File: config.mk
export PLATFORM = sky130hd
export DESIGN_NAME = alu_seq
export DESIGN_NICKNAME = d
export VERILOG_FILES = /design/src/rtl/alu_seq.sv
export SDC_FILE = /design/constraint.sdc
export NUM_CORES = 1
export LEC_CHECK = 0
export CAP_MARGIN = 20
export CORE_MARGIN = 8
export CORE_UTILIZATION = 60
export CTS_CLUSTER_DIAMETER = 80
export DETAILED_ROUTE_END_ITERATION = 10
export DONT_BUFFER_PORTS = 1
export PLACE_DENSITY = 0.76
export SYNTH_ARGS = -nofsm -noshare
export SYNTH_HDL_FRONTEND = slang
export SYNTH_SLANG_ARGS = --single-unit
File: constraint.sdc
create_clock -name clk -period 1.8 [get_ports clk]
set_input_delay 0.54 -clock clk [delete_from_list [all_inputs] [get_ports clk]]
set_output_delay 0.54 -clock clk [all_outputs]
set_load 0.03 [all_outputs]
File: src/rtl/alu_seq.sv
// ----------------------------------------------------------------------------
// alu_seq -- sequencer for an external combinational 4-bit ALU.
//
// Accepts one command at a time, drives its operands and opcode onto the ALU
// port, waits SETTLE cycles for the ALU to settle, then captures the result
// into a response register that is held until the downstream accepts it.
// A divide/modulo with a zero divisor never uses the ALU result: it yields
// 8'hFF with rsp_err set, one edge after the command is accepted.
//
// Parameters
//   SETTLE     cycles operands are held on the ALU before capture (1..15)
//
// Ports
//   clk        single clock, rising edge
//   rst_n      asynchronous active-low reset
//   cmd_valid  command present          cmd_ready  block can accept (IDLE)
//   cmd_a/b    4-bit operands           cmd_op     3-bit operation select
//   alu_a/b    operands to the ALU      alu_sl     operation select to the ALU
//   alu_out    8-bit ALU result ({quotient,remainder} for op 3)
//   rsp_valid  response present         rsp_ready  downstream accepts
//   rsp_data   captured result          rsp_op     echoed opcode
//   rsp_err    divide-by-zero response  done_cnt   completed responses (wraps)
// ----------------------------------------------------------------------------
module alu_seq #(
    parameter int SETTLE = 1
) (
    input  logic       clk,
    input  logic       rst_n,
    input  logic       cmd_valid,
    output logic       cmd_ready,
    input  logic [3:0] cmd_a,
    input  logic [3:0] cmd_b,
    input  logic [2:0] cmd_op,
    output logic [3:0] alu_a,
    output logic [3:0] alu_b,
    output logic [2:0] alu_sl,
    input  logic [7:0] alu_out,
    output logic       rsp_valid,
    input  logic       rsp_ready,
    output logic [7:0] rsp_data,
    output logic [2:0] rsp_op,
    output logic       rsp_err,
    output logic [7:0] done_cnt
);

    localparam logic [3:0] SETTLE_INIT = 4'(SETTLE);
    localparam logic [2:0] OP_DIVMOD   = 3'd3;

    typedef enum logic [1:0] {
        ST_IDLE  = 2'd0,
        ST_DRIVE = 2'd1,
        ST_RESP  = 2'd2
    } state_t;

    state_t     state_r;
    state_t     state_nxt_s;

    logic       cmd_ready_r;
    logic [3:0] alu_a_r;
    logic [3:0] alu_b_r;
    logic [2:0] alu_sl_r;
    logic       rsp_valid_r;
    logic [7:0] rsp_data_r;
    logic [2:0] rsp_op_r;
    logic       rsp_err_r;
    logic [7:0] done_cnt_r;
    logic [3:0] settle_r;
    logic       div_zero_r;

    logic       cmd_ready_nxt_s;
    logic [3:0] alu_a_nxt_s;
    logic [3:0] alu_b_nxt_s;
    logic [2:0] alu_sl_nxt_s;
    logic       rsp_valid_nxt_s;
    logic [7:0] rsp_data_nxt_s;
    logic [2:0] rsp_op_nxt_s;
    logic       rsp_err_nxt_s;
    logic [7:0] done_cnt_nxt_s;
    logic [3:0] settle_nxt_s;
    logic       div_zero_nxt_s;

    logic       accept_s;
    logic       div_zero_s;
    logic       capture_s;
    logic       release_s;

    // Handshake and event decodes shared by the next-state and output logic.
    always_comb begin
        accept_s   = (state_r == ST_IDLE) && cmd_valid;
        div_zero_s = (cmd_op == OP_DIVMOD) && (cmd_b == 4'd0);
        // "<= 1" also catches a zero count so DRIVE can never stall.
        capture_s  = (state_r == ST_DRIVE) && (settle_r <= 4'd1);
        release_s  = (state_r == ST_RESP) && rsp_valid_r && rsp_ready;
    end

    // State register.
    always_ff @(posedge clk or negedge rst_n) begin
        if (!rst_n) begin
            state_r <= ST_IDLE;
        end else begin
            state_r <= state_nxt_s;
        end
    end

    // Next-state logic.
    always_comb begin
        state_nxt_s = state_r;
        case (state_r)
            ST_IDLE: begin
                if (accept_s) begin
                    state_nxt_s = ST_DRIVE;
                end else begin
                    state_nxt_s = ST_IDLE;
                end
            end
            ST_DRIVE: begin
                if (capture_s) begin
                    state_nxt_s = ST_RESP;
                end else begin
                    state_nxt_s = ST_DRIVE;
                end
            end
            ST_RESP: begin
                if (release_s) begin
                    state_nxt_s = ST_IDLE;
                end else begin
                    state_nxt_s = ST_RESP;
                end
            end
            default: begin
                state_nxt_s = ST_IDLE;
            end
        endcase
    end

    // Output logic: next values of every registered output and counter.
    always_comb begin
        alu_a_nxt_s     = alu_a_r;
        alu_b_nxt_s     = alu_b_r;
        alu_sl_nxt_s    = alu_sl_r;
        rsp_valid_nxt_s = rsp_valid_r;
        rsp_data_nxt_s  = rsp_data_r;
        rsp_op_nxt_s    = rsp_op_r;
        rsp_err_nxt_s   = rsp_err_r;
        done_cnt_nxt_s  = done_cnt_r;
        settle_nxt_s    = settle_r;
        div_zero_nxt_s  = div_zero_r;
        case (state_r)
            ST_IDLE: begin
                if (accept_s) begin
                    alu_a_nxt_s    = cmd_a;
                    alu_b_nxt_s    = cmd_b;
                    alu_sl_nxt_s   = cmd_op;
                    div_zero_nxt_s = div_zero_s;
                    // Divide-by-zero skips the settle wait: respond next edge.
                    if (div_zero_s) begin
                        settle_nxt_s = 4'd1;
                    end else begin
                        settle_nxt_s = SETTLE_INIT;
                    end
                end else begin
                    settle_nxt_s = settle_r;
                end
            end
            ST_DRIVE: begin
                if (capture_s) begin
                    rsp_valid_nxt_s = 1'b1;
                    rsp_op_nxt_s    = alu_sl_r;
                    rsp_err_nxt_s   = div_zero_r;
                    settle_nxt_s    = 4'd0;
                    if (div_zero_r) begin
                        rsp_data_nxt_s = 8'hFF;
                    end else begin
                        rsp_data_nxt_s = alu_out;
                    end
                end else begin
                    settle_nxt_s = settle_r - 4'd1;
                end
            end
            ST_RESP: begin
                // Data, opcode and error keep their values after release.
                if (release_s) begin
                    rsp_valid_nxt_s = 1'b0;
                    done_cnt_nxt_s  = done_cnt_r + 8'd1;
                end else begin
                    rsp_valid_nxt_s = rsp_valid_r;
                end
            end
            default: begin
                rsp_valid_nxt_s = 1'b0;
                settle_nxt_s    = 4'd0;
            end
        endcase
        cmd_ready_nxt_s = (state_nxt_s == ST_IDLE);
    end

    // Output and datapath registers.
    always_ff @(posedge clk or negedge rst_n) begin
        if (!rst_n) begin
            cmd_ready_r <= 1'b1;
            alu_a_r     <= 4'd0;
            alu_b_r     <= 4'd0;
            alu_sl_r    <= 3'd0;
            rsp_valid_r <= 1'b0;
            rsp_data_r  <= 8'h00;
            rsp_op_r    <= 3'd0;
            rsp_err_r   <= 1'b0;
            done_cnt_r  <= 8'h00;
            settle_r    <= 4'd0;
            div_zero_r  <= 1'b0;
        end else begin
            cmd_ready_r <= cmd_ready_nxt_s;
            alu_a_r     <= alu_a_nxt_s;
            alu_b_r     <= alu_b_nxt_s;
            alu_sl_r    <= alu_sl_nxt_s;
            rsp_valid_r <= rsp_valid_nxt_s;
            rsp_data_r  <= rsp_data_nxt_s;
            rsp_op_r    <= rsp_op_nxt_s;
            rsp_err_r   <= rsp_err_nxt_s;
            done_cnt_r  <= done_cnt_nxt_s;
            settle_r    <= settle_nxt_s;
            div_zero_r  <= div_zero_nxt_s;
        end
    end

    assign cmd_ready = cmd_ready_r;
    assign alu_a     = alu_a_r;
    assign alu_b     = alu_b_r;
    assign alu_sl    = alu_sl_r;
    assign rsp_valid = rsp_valid_r;
    assign rsp_data  = rsp_data_r;
    assign rsp_op    = rsp_op_r;
    assign rsp_err   = rsp_err_r;
    assign done_cnt  = done_cnt_r;

endmodule

==> results of run 1 <==
power groups by stage:
stage	registers (µW)	logic, µW	clock network, µW
3_3_place_gp	2210	920	0
4_1_cts	2200	1020	426
6_report	2190	1070	415
2_1_floorplan	2120	804	0
3_5_place_dp	2220	994	0
5_1_grt	2250	1210	457
worst max path at each step:
stage                                  from                      end  slack [ns]  depth (start not counted)
floorplan              state_r[1]$_DFF_PN0_      rsp_err$_DFFE_PN0P_        0.34                          4
global placement       state_r[0]$_DFF_PN0_  rsp_data[6]$_DFFE_PN0P_        0.21                          4
detailed placement     state_r[0]$_DFF_PN0_  rsp_data[1]$_DFFE_PN0P_        0.07                          4
CTS                 settle_r[1]$_DFFE_PN0P_  rsp_data[1]$_DFFE_PN0P_        0.08                          6
global route        settle_r[0]$_DFFE_PN0P_    rsp_op[0]$_DFFE_PN0P_       0.005                          6
finish              settle_r[0]$_DFFE_PN0P_    rsp_op[0]$_DFFE_PN0P_        0.12                          6
layout by cell type (no fill, tap or decap), types with 3 or more instances in the layout:
cell	n
dfrtp_1	39
mux2_2	4
nand2_1	42
nor3_1	4
clkbuf_4	5
o22ai_1	3
buf_4	9
a21o_1	4
o21ai_0	3
nor2_1	11
xor2_1	3
mux2i_1	8
xnor2_1	4
inv_1	11
state kept, by name, summed over array words and instances (netlist names), 2 cells and up:
name	cells
rsp_op	3
settle_r	4
alu_sl	3
done_cnt	8
alu_b	4
alu_a	4
state_r	2
rsp_data	8
per-layer routing:
metal  vias to the layer above  track usage [%]  wire length, µm
met3                         8             7.34              357
li1                        570                -                -
met5                         -                0                0
met1                       573             16.8             1380
met2                        41             24.1             1830
met4                         0             6.70               63
worst max-delay path, stage by stage, from the launching register on:
cell     delay (ns)
dfrtp_1        0.43
inv_1          0.08
ha_2           0.19
nor2_1         0.08
nor4_4         0.29
buf_4          0.19
mux2_2         0.33
cells by family (layout without fill, tap and decap cells):
kind of cell	after synthesis	after routing	share of synthesized area, %
compound gates	13	13	4.95
simple gates	72	72	20.0
xor+xnor	7	7	3.51
fa+ha+maj	3	3	2.15
flops	40	40	57.4
mux	12	12	7.17
buf+inv	18	29	4.80
area by class of cell:
type | instances | area share (%)
Clock buffer | 6 | 2.19
Clock inverter | 1 | 0.266
Inverter | 12 | 2.39
Multi-Input combinational cell | 107 | 35.2
Sequential cell | 40 | 53.3
Tap cell | 31 | 2.06
Timing Repair Buffer | 10 | 4.65
through the flow:
step	hold slack (ns)	util (%)	cell area, µm²
floorplan	0.244	-	1750
global placement	0.245	64.9	1790
detailed placement	0.246	64.9	1790
CTS	0.0103	67.3	1860
global route	0.00330	68.2	1880
finish	0.0213	68.2	1880
timing repair:
action / CTS / global route
gates resized for setup: 0 / 2
endpoints found under the hold margin: 39 / 0
hold buffers: 1 / 0
setup endpoints to repair: 0 / 8
buffers inserted: 0 / 3
==> impl_metrics.toml, run 1 <==
[outcome]
status = "finished, final reports clean"

[global_route]
grt.total_usage_pct = 15.1
grt_pass1_wl_mm = 6.07
grt_antenna_before_repair = 0
grt_overflow = 0
grt_pass1_vias = 1231
grt_max_degree = 40

[setup_path]
worstSetupStartpointType = "flip-flop"
crit_fanout = 5
r2r_start = "settle_r[0]$_DFFE_PN0P_"
crit_required_ns = 2.04
crit_arrival_ns = 1.92
crit_path_end_kind = "flip-flop"
r2r_setup_slack_ns = 0.12
rr_worst_depth = 6
r2r-end = "rsp_op[0]$_DFFE_PN0P_"
critical_path_class = "reg2reg"

[floorplan]
fp.dieH_um = 69.9
die-area_mm2 = 0.00489
die_w_um = 69.9
start_util_pct = 63.3
num_io_pins = 56
core_mm2 = 0.00276
rows = 19

[sta]
tns_ns = 0
grt_setup_unrepaired = "no"
setup_viol = 0
layout_setup_ws_ns = 0.118
period_needed_ns = 1.68
fmax_mhz = 595
maxSlewHeadroom_pct = 71.8
min_period_over_period_pct = 93.4
worst_pin_slew_ns = 0.423
skew_ns = 0.0145
finalHoldViolations = 0
drv_slew = 0

[synth]
syn_avg_cell_area_um2 = 10.6
synth_top_area_cell = "dfrtp_1"
synth.most_common_cell = "nand2_1"
ys_seq_elements = 40
async_flop_share_pct = 100
synth_cell_types = 33
netlist_instances = 165
synth-edff-count = 0
yosysSeqAreaShare_pct = 57.4
syn-cell-area_mm2 = 0.00175
synth_top_area_share_pct = 55.9
netlist_top_cells_count = "nand2_1, dfrtp_1, inv_1, nor2_1, mux2i_1"
yosysWarnings = 0
ys.flop_type = "dfrtp_1"
syn_nets = 191
yosys-top-cells-area = "dfrtp_1, nand2_1, mux2i_1"

[place]
pre_cts_slack_ns = 0.0727
portBuffers = 0
dpl.cell_count = 196
place_hpwl_mm = 2.65
gp_congestion = 0.847

[power]
internal-power_uw = 1920
design_power_total_uw = 3680
powerDensity_mw_per_mm2 = 1960
ir_drop_mv = 1.39
p_seq_share_pct = 59.6
pwr-share-clk_pct = 11.3
sw_frac_of_total_pct = 47.8
switchingPower_uw = 1760
comb_power_share_pct = 29.1
power.leakage_uw = 0.000954

[cts]
clkLatencyLatePin_ns = 0.34
numCtsBuffers = 5
cts-root-buf = "clkbuf_4"
clk_pin_slew_ns = 0.11
cts_sinks = 40
cts_tree = "done"
htree_levels = 2
clock_path_buffers = 2

[final_layout]
fillerInstances = 214
area_growth_pct = 7.81
fin_nets = 202
multi_input_area_um2 = 662
final_layout_size_suffix_gt1_share_pct = 14.2
stdcell_count = 207
antenna_cells = 0
ff_latch_area_mm2 = 0.00100

[routing]
drt_iter0_markers = 59
routed_wirelength_mm = 3.63
drc = 0
via_per_inst = 5.76
routedWlPerCell_um = 17.5
ant_nets = 0
drtPass1Iterations = 3
dr_total_vias = 1192

[flow_run]
maxCapViolCount = 0

[hold_path]
hold_path.class = "in2async"
(Power assumes the default switching activity.)
==> inputs of run 2 (changes only) <==
==> constraint.sdc (replaced) <==
create_clock -name clk -period 1.9 [get_ports clk]
set_input_delay 0.57 -clock clk [delete_from_list [all_inputs] [get_ports clk]]
set_output_delay 0.57 -clock clk [all_outputs]
set_load 0.05 [all_outputs]
==> impl_metrics.toml, run 2 (synthesis gave the netlist of run 1 again) <==
[sta]
maxSlewHeadroom_pct = 49.3
setup_viol = 0
tns_ns = 0
period_needed_ns = 1.82
min_period_over_period_pct = 95.8
worst_pin_slew_ns = 0.752
skew_ns = 0.00656
drv_slew = 0
fmax_mhz = 549
finalHoldViolations = 0
grt_setup_unrepaired = "no"

[routing]
routed_wirelength_mm = 3.63
via_per_inst = 5.84
dr_total_vias = 1214
ant_nets = 0
drc = 0
routedWlPerCell_um = 17.4
drt_iter0_markers = 59
drtPass1Iterations = 4

[setup_path]
r2r_start = "settle_r[0]$_DFFE_PN0P_"
crit_arrival_ns = 2.00
critical_path_class = "reg2reg"
crit_path_end_kind = "flip-flop"
crit_fanout = 5
crit_path_top_delay_cell = "o311ai_0"
rr_worst_depth = 5
r2r_setup_slack_ns = 0.08
worstSetupStartpointType = "flip-flop"
max_stage_delay_ns = 0.65
crit_chain = "inv_1 > ha_1 > nor2_1 > o311ai_0 > o32ai_1"
crit_required_ns = 2.08
r2r-end = "settle_r[1]$_DFFE_PN0P_"

[final_layout]
final_common_cell = "nand2_1"
final_cell_mix = "nand2_1, dfrtp_1, inv_1"
final_layout_size_suffix_gt1_share_pct = 13.6
area_growth_pct = 8.10
antenna_cells = 0
fin_nets = 203

[floorplan]
die-area_mm2 = 0.00489
start_util_pct = 63.3
die_w_um = 69.9
core_mm2 = 0.00276
rows = 19
num_io_pins = 56
fp.dieH_um = 69.9

[global_route]
grt_pass1_wl_mm = 6.11
grt_pass1_vias = 1332
grt_max_degree = 40
grt_overflow = 0
grt.total_usage_pct = 15.2
grt_antenna_before_repair = 0

[power]
design_power_total_uw = 3910
power.leakage_uw = 0.000960
powerDensity_mw_per_mm2 = 2070
ir_drop_mv = 1.69

[cts]
htree_levels = 2
cts_sinks = 40
cts_tree = "done"
numCtsBuffers = 5
clk_pin_slew_ns = 0.11
cts-root-buf = "clkbuf_4"
clkLatencyLatePin_ns = 0.33
clock_path_buffers = 2
cts_resized = 0

[place]
place_hpwl_mm = 2.71
gp_congestion = 0.768
portBuffers = 0

[outcome]
status = "finished, final reports clean"

[hold_path]
hold_path.class = "in2async"

[flow_run]
maxCapViolCount = 0
==> run 2: changes by cell type in the layout (fill, tap and decap cells not counted) <==
cell   change
ha_2       -1
inv_2      -1
ha_1       +1
buf_4      +1
inv_1      +1
==> run 2: cell type report <==
cell class / count / area (µm²)
Sequential cell: 40 / 1000
Fill cell: 209 / 871
Multi-Input combinational cell: 107 / 659
Timing Repair Buffer: 11 / 95.1
Inverter: 12 / 45.0
Clock buffer: 6 / 41.3
Tap cell: 31 / 38.8
Clock inverter: 1 / 5.00
==> run 2: worst max path at each step <==
stage	start	end	slack, ns	depth (start not counted)
after floorplan	rsp_valid$_DFFE_PN0P_	done_cnt[7]$_DFFE_PN0P_	0.35	3
after global placement	settle_r[0]$_DFFE_PN0P_	settle_r[1]$_DFFE_PN0P_	0.27	5
after detailed placement	settle_r[0]$_DFFE_PN0P_	settle_r[1]$_DFFE_PN0P_	0.12	5
after CTS	settle_r[1]$_DFFE_PN0P_	settle_r[1]$_DFFE_PN0P_	0.08	5
after global routing	settle_r[0]$_DFFE_PN0P_	settle_r[1]$_DFFE_PN0P_	0.02	5
final	settle_r[0]$_DFFE_PN0P_	settle_r[1]$_DFFE_PN0P_	0.08	5
==> run 2: repair_timing <==
item / in CTS / in global routing
hold buffers: 1 / 0
endpoints found under the hold margin: 39 / 0
buffers inserted: 0 / 0
==> run 2: per-stage QoR <==
step	instance area (µm²)	hold slack, ns	cells	util (%)	worst slack [ns]
4_1_cts	1890	0.0541	208	68.4	0.0842
3_3_place_gp	1820	0.276	200	66.0	0.272
2_1_floorplan	1750	0.274	165	-	0.353
3_5_place_dp	1820	0.276	200	66.0	0.116
6_report	1890	0.0536	208	68.4	0.0789
5_1_grt	1890	0.0464	208	68.4	0.0167
==> run 2: per-layer routing <==
| layer | track usage, % | wire (µm) | up-vias |
|---|---|---|---|
| met3 | 7.49 | 369 | 8 |
| met2 | 25.6 | 1810 | 41 |
| li1 | - | - | 564 |
| met1 | 15.6 | 1390 | 601 |
| met5 | 0 | 0 | - |
| met4 | 6.70 | 56 | 0 |
==> run 2: where the power goes <==
group          internal [µW]  total [µW]  switching [µW]
Combinational            484        1160             674
Clock                    136         384             248
Sequential              1190        2370            1180
Total                   1810        3910            2100
==> run 2: worst max-delay path, delay by kind of cell, from the launching register on <==
family          cells  cell delay [ns]
compound gates      2             0.87
fa+ha+maj           1             0.19
buf+inv             1             0.07
flops               1             0.44
simple gates        1             0.10
==> variant 1 (settings of run 2) <==
Encoding of `state_t`: now one-hot (3 bits for 3 states).
--- a/src/rtl/alu_seq.sv
+++ b/src/rtl/alu_seq.sv
@@ -46,10 +46,10 @@
     localparam logic [3:0] SETTLE_INIT = 4'(SETTLE);
     localparam logic [2:0] OP_DIVMOD   = 3'd3;
 
-    typedef enum logic [1:0] {
-        ST_IDLE  = 2'd0,
-        ST_DRIVE = 2'd1,
-        ST_RESP  = 2'd2
+    typedef enum logic [2:0] {
+        ST_IDLE  = 3'b001,
+        ST_DRIVE = 3'b010,
+        ST_RESP  = 3'b100
     } state_t;
 
     state_t     state_r;
Behaviour: same outputs for any inputs over 10 cycles, from zero or initial values and one cycle with rst_n low; not proved beyond that.
==> variant 1 against run 2 <==
Design area rose by 4.0%; sequential share of layout area decreased by 0.73 points; setup slack gained 11 ps; final cell count down 2.4%; sequential cell count rose by 1; synthesized area is 3.6% higher; total power fell by 1.7%; routed wire length up 2.5%; maximum frequency up 0.59%; clock skew is 0.58 ps higher; critical path depth grew 2.
==> variant 1: results (changes against run 2) <==
cells_and_area:
  fin_nets: 195  # -3.9%
  fillers: 241  # +15%
  drive_above_1_share_pct: 20.6  # +7.0 points
  diodes: 0  # unchanged
  multi_input_area_um2: 717  # +8.7%
detailed_routing:
  vias_per_cell: 5.93  # +1.5%
  first_pass_iters: 4  # unchanged
  drt_iter0_markers: 79  # +34%
  wirelength_mm: 3.71  # +2.5%
logic_synthesis:
  synth.area.top_cells: "dfrtp_1, mux2_2, o21ai_0"
  syn_nets: 187  # -2.1%
  yosysUniqueCellTypes: 35  # +6.1%
  ys_seq_area_share_pct: 56.9  # -0.53 points
  synth_common_cells: "dfrtp_1, nand2_1, o21ai_0, nor2_1, mux2_2"
pwr:
  p_leak_nw: 0.907  # -5.5%
  ir_drop_mv: 0.993  # -41%
cts:
  cts-htree-levels: 2  # unchanged
  clockRootBuffer: "clkbuf_4"
  cts_buffer_depth: 2  # unchanged
global_routing:
  grt_pass1_vias: 1156  # -13%
  grt_util_all_layers_pct: 14.9  # -0.31 points
  antenna_found_initial: 0  # unchanged
  grt_pass1_wl_mm: 5.95  # -2.6%
sta:
  fin_worst_skew_ps: 7.15  # +0.580 ps
  relSlewSlack_pct: 61.4  # +12 points
place:
  dpl-instance-area_mm2: 0.00186  # +2.1%
  gp_congestion: 0.821  # +6.9%
  io_buffers: 0  # unchanged
  dpl.hpwl_mm: 2.73  # +0.79%
run_status:
  status: "finished, final reports clean"
critical_path:
  crit_path_max_fanout: 18  # +13
  arrival_ps: 2050  # +50 ps
floorplanning:
  die-area_mm2: 0.00503  # +2.8%
## variant 1: cell types whose count changed after synthesis, sizes merged, moves of 3 or more
| cell | before | now |
|---|---|---|
| a21oi | 1 | 6 |
| and2 | 0 | 3 |
| inv | 12 | 5 |
| a21o | 4 | 0 |
| mux2i | 8 | 0 |
| mux2 | 4 | 14 |
| nand2 | 42 | 22 |
| o22ai | 3 | 0 |
| nor3 | 4 | 1 |
| o21ai | 3 | 17 |
## variant 1: per-stage QoR
stage          hold WS [ps]  setup WS [ps]  cells
3_5_place_dp            276           93.3    194
2_1_floorplan           274            172    161
3_3_place_gp            275            192    194
4_1_cts                42.5           87.1    203
6_report               43.2           89.6    203
5_1_grt                38.0           9.36    203
## variant 1: cell type report
type / instances / share of cell area, %
Timing Repair Buffer: 8 / 3.70
Clock buffer: 7 / 2.80
Sequential cell: 41 / 52.4
Multi-Input combinational cell: 108 / 36.5
Tap cell: 33 / 2.10
Inverter: 5 / 0.956
Clock inverter: 1 / 1.53
## variant 1: final timing paths
kind / from / end / slack [ps] / depth (start not counted)
worst max register to register: settle_r[0] / rsp_data[2] / 90 / 7
min in group clk: cmd_b[1] / alu_b[1] / 370 / 1
max in group asynchronous: rst_n / state_r[2] / 1660 / 1
worst max-delay path: settle_r[0] / rsp_data[2] / 90 / 7
worst min register to register: settle_r[1] / settle_r[1] / 550 / 2
worst min-delay path: rst_n / rsp_data[1] / 40 / 1
## variant 1: logic make-up after synthesis
family,share of synthesized area (%)
simple gates,16.8
flops,56.9
compound gates,7.75
mux,9.14
buf+inv,3.46
xor+xnor,3.88
fa+ha+maj,2.08
## variant 1: per-layer routing
layer / global-route usage (%) / vias to the layer above / routed length (µm)
met5: 0 / - / 0
met4: 6.93 / 0 / 40
met3: 5.93 / 5 / 387
met2: 24.3 / 46 / 1910
met1: 16.6 / 586 / 1380
li1: - / 566 / -
## variant 1: worst max-delay path, cell delays in order (launching register included)
cell and delay [ps]:
dfrtp_1 450, inv_1 90, ha_1 190, nor2_1 70
or4b_4 530, buf_4 210, nand2_1 80, o21ai_0 90
## variant 1: report_power, final
group / total, mW / internal, mW / switching, mW
clock network: 0.579 / 0.314 / 0.265
registers: 2.43 / 1.19 / 1.24
logic: 0.836 / 0.426 / 0.410
total: 3.84 / 1.93 / 1.91
## variant 1: what timing repair did
action	in CTS	in global routing
hold buffers	1	0
gates resized for setup	0	0
endpoints found under the hold margin	39	0
==> variant 2 (settings of run 2) <==
Without the edit above. Take the reset off `rsp_data_r` and load it in a clocked block of its own.
--- a/src/rtl/alu_seq.sv
+++ b/src/rtl/alu_seq.sv
@@ -202,7 +202,6 @@
             alu_b_r     <= 4'd0;
             alu_sl_r    <= 3'd0;
             rsp_valid_r <= 1'b0;
-            rsp_data_r  <= 8'h00;
             rsp_op_r    <= 3'd0;
             rsp_err_r   <= 1'b0;
             done_cnt_r  <= 8'h00;
@@ -214,13 +213,16 @@
             alu_b_r     <= alu_b_nxt_s;
             alu_sl_r    <= alu_sl_nxt_s;
             rsp_valid_r <= rsp_valid_nxt_s;
-            rsp_data_r  <= rsp_data_nxt_s;
             rsp_op_r    <= rsp_op_nxt_s;
             rsp_err_r   <= rsp_err_nxt_s;
             done_cnt_r  <= done_cnt_nxt_s;
             settle_r    <= settle_nxt_s;
             div_zero_r  <= div_zero_nxt_s;
         end
+    end
+
+    always_ff @(posedge clk) begin
+        rsp_data_r <= rsp_data_nxt_s;
     end
 
     assign cmd_ready = cmd_ready_r;
Check against the original RTL: differs if rst_n is asserted again (counterexample within 4 cycles, from zero or initial values and one cycle with rst_n low); with rst_n held inactive, the same outputs for 10 cycles.
==> variant 2 against run 2 <==
Synthesized area grew 0.14%; critical path depth is the same; largest power group unchanged; combinational power shrank 18%; setup slack lost 5.7 ps; global-route usage shrank 2.0 points; routed wire length shrank 12%; utilization shrank 0.091 points; sequential cell count is the same; design area shrank 0.13%; total power shrank 3.0%.
==> variant 2: results (changes against run 2) <==
run_status:
  status: "finished, final reports clean"
cells_and_area:
  fin_area_mm2: 0.00188  # -0.13%
  drive_above_1_share_pct: 29.2  # +16 points
  fillers: 195  # -6.7%
detailed_routing:
  drt-met1-wl_mm: 1.20  # -14%
  wl_per_cell_um: 19.0  # +9.2%
  met2_length_mm: 1.58  # -13%
  wirelength_mm: 3.20  # -12%
  drt_iter0_markers: 51  # -14%
  routed-wl-met3_um: 373  # +1.1%
critical_path:
  slowest_stage: "or4_4"
  worstSetupEndpoint: "rsp_data[0]"
  r2r-end: "rsp_data[0]"
  crit_path_max_fanout: 8  # +3
  cp_top_family: "simple AND/OR/NAND/NOR gates"
sta:
  fin_crit_sh_pct: 96.1  # +0.30 points
  whs_ps: 357  # +304 ps
logic_synthesis:
  async_flop_share_pct: 80.0  # -20 points
  synth_edf_count: 8  # +8
  synth.area.mux_share_pct: 12.0  # +4.9 points
  synth-compound-area-share_pct: 4.29  # -0.65 points
  yosysUniqueCellTypes: 34  # +3.0%
  syn_nets: 152  # -20%
pwr:
  internal_power_mw: 1.98  # +9.4%
  ir_drop_mv: 1.89  # +12%
  p_leak_nw: 0.856  # -11%
  power_switching_mw: 1.82  # -14%
place:
  dpl-instance-area_mm2: 0.00177  # -2.5%
  preCtsSetupSlack_ps: 65.9  # -49.7 ps
  gp_congestion: 0.732  # -4.8%
  placed_cells: 158  # -21%
cts:
  insertion_delay_ps: 350  # +20 ps
global_routing:
  grt_use_met1_pct: 13.6  # -1.9 points
  use_met3_pct: 9.46  # +2.0 points
## variant 2: changes by cell type after synthesis, moves of 8 or more
cell | before | now
nand2_1 | 42 | 10
mux2_4 | 0 | 11
dfrtp_1 | 39 | 31
edfxtp_1 | 0 | 8
mux2i_1 | 8 | 0
or2_2 | 0 | 8
## variant 2: layout make-up
| class | count | share of cell area, % |
|---|---|---|
| flip-flops and latches | 40 | 55.3 |
| multi-input cells | 75 | 33.2 |
| repair buffers | 8 | 3.98 |
| clock inverters | 3 | 2.26 |
| well taps | 31 | 2.06 |
| clock buffers | 5 | 1.99 |
| inverters | 6 | 1.20 |
## variant 2: worst min path at each step
stage             endpoint  cells after the start
2_1_floorplan     alu_a[0]                      0
4_1_cts        done_cnt[6]                      1
3_5_place_dp   done_cnt[5]                      0
6_report          alu_b[3]                      1
5_1_grt           alu_b[3]                      1
3_3_place_gp   done_cnt[5]                      0
## variant 2: timing repair
action                     4_1_cts  5_1_grt
setup endpoints to repair        0        0
hold buffers                     1        1
hold endpoints to repair        31        2
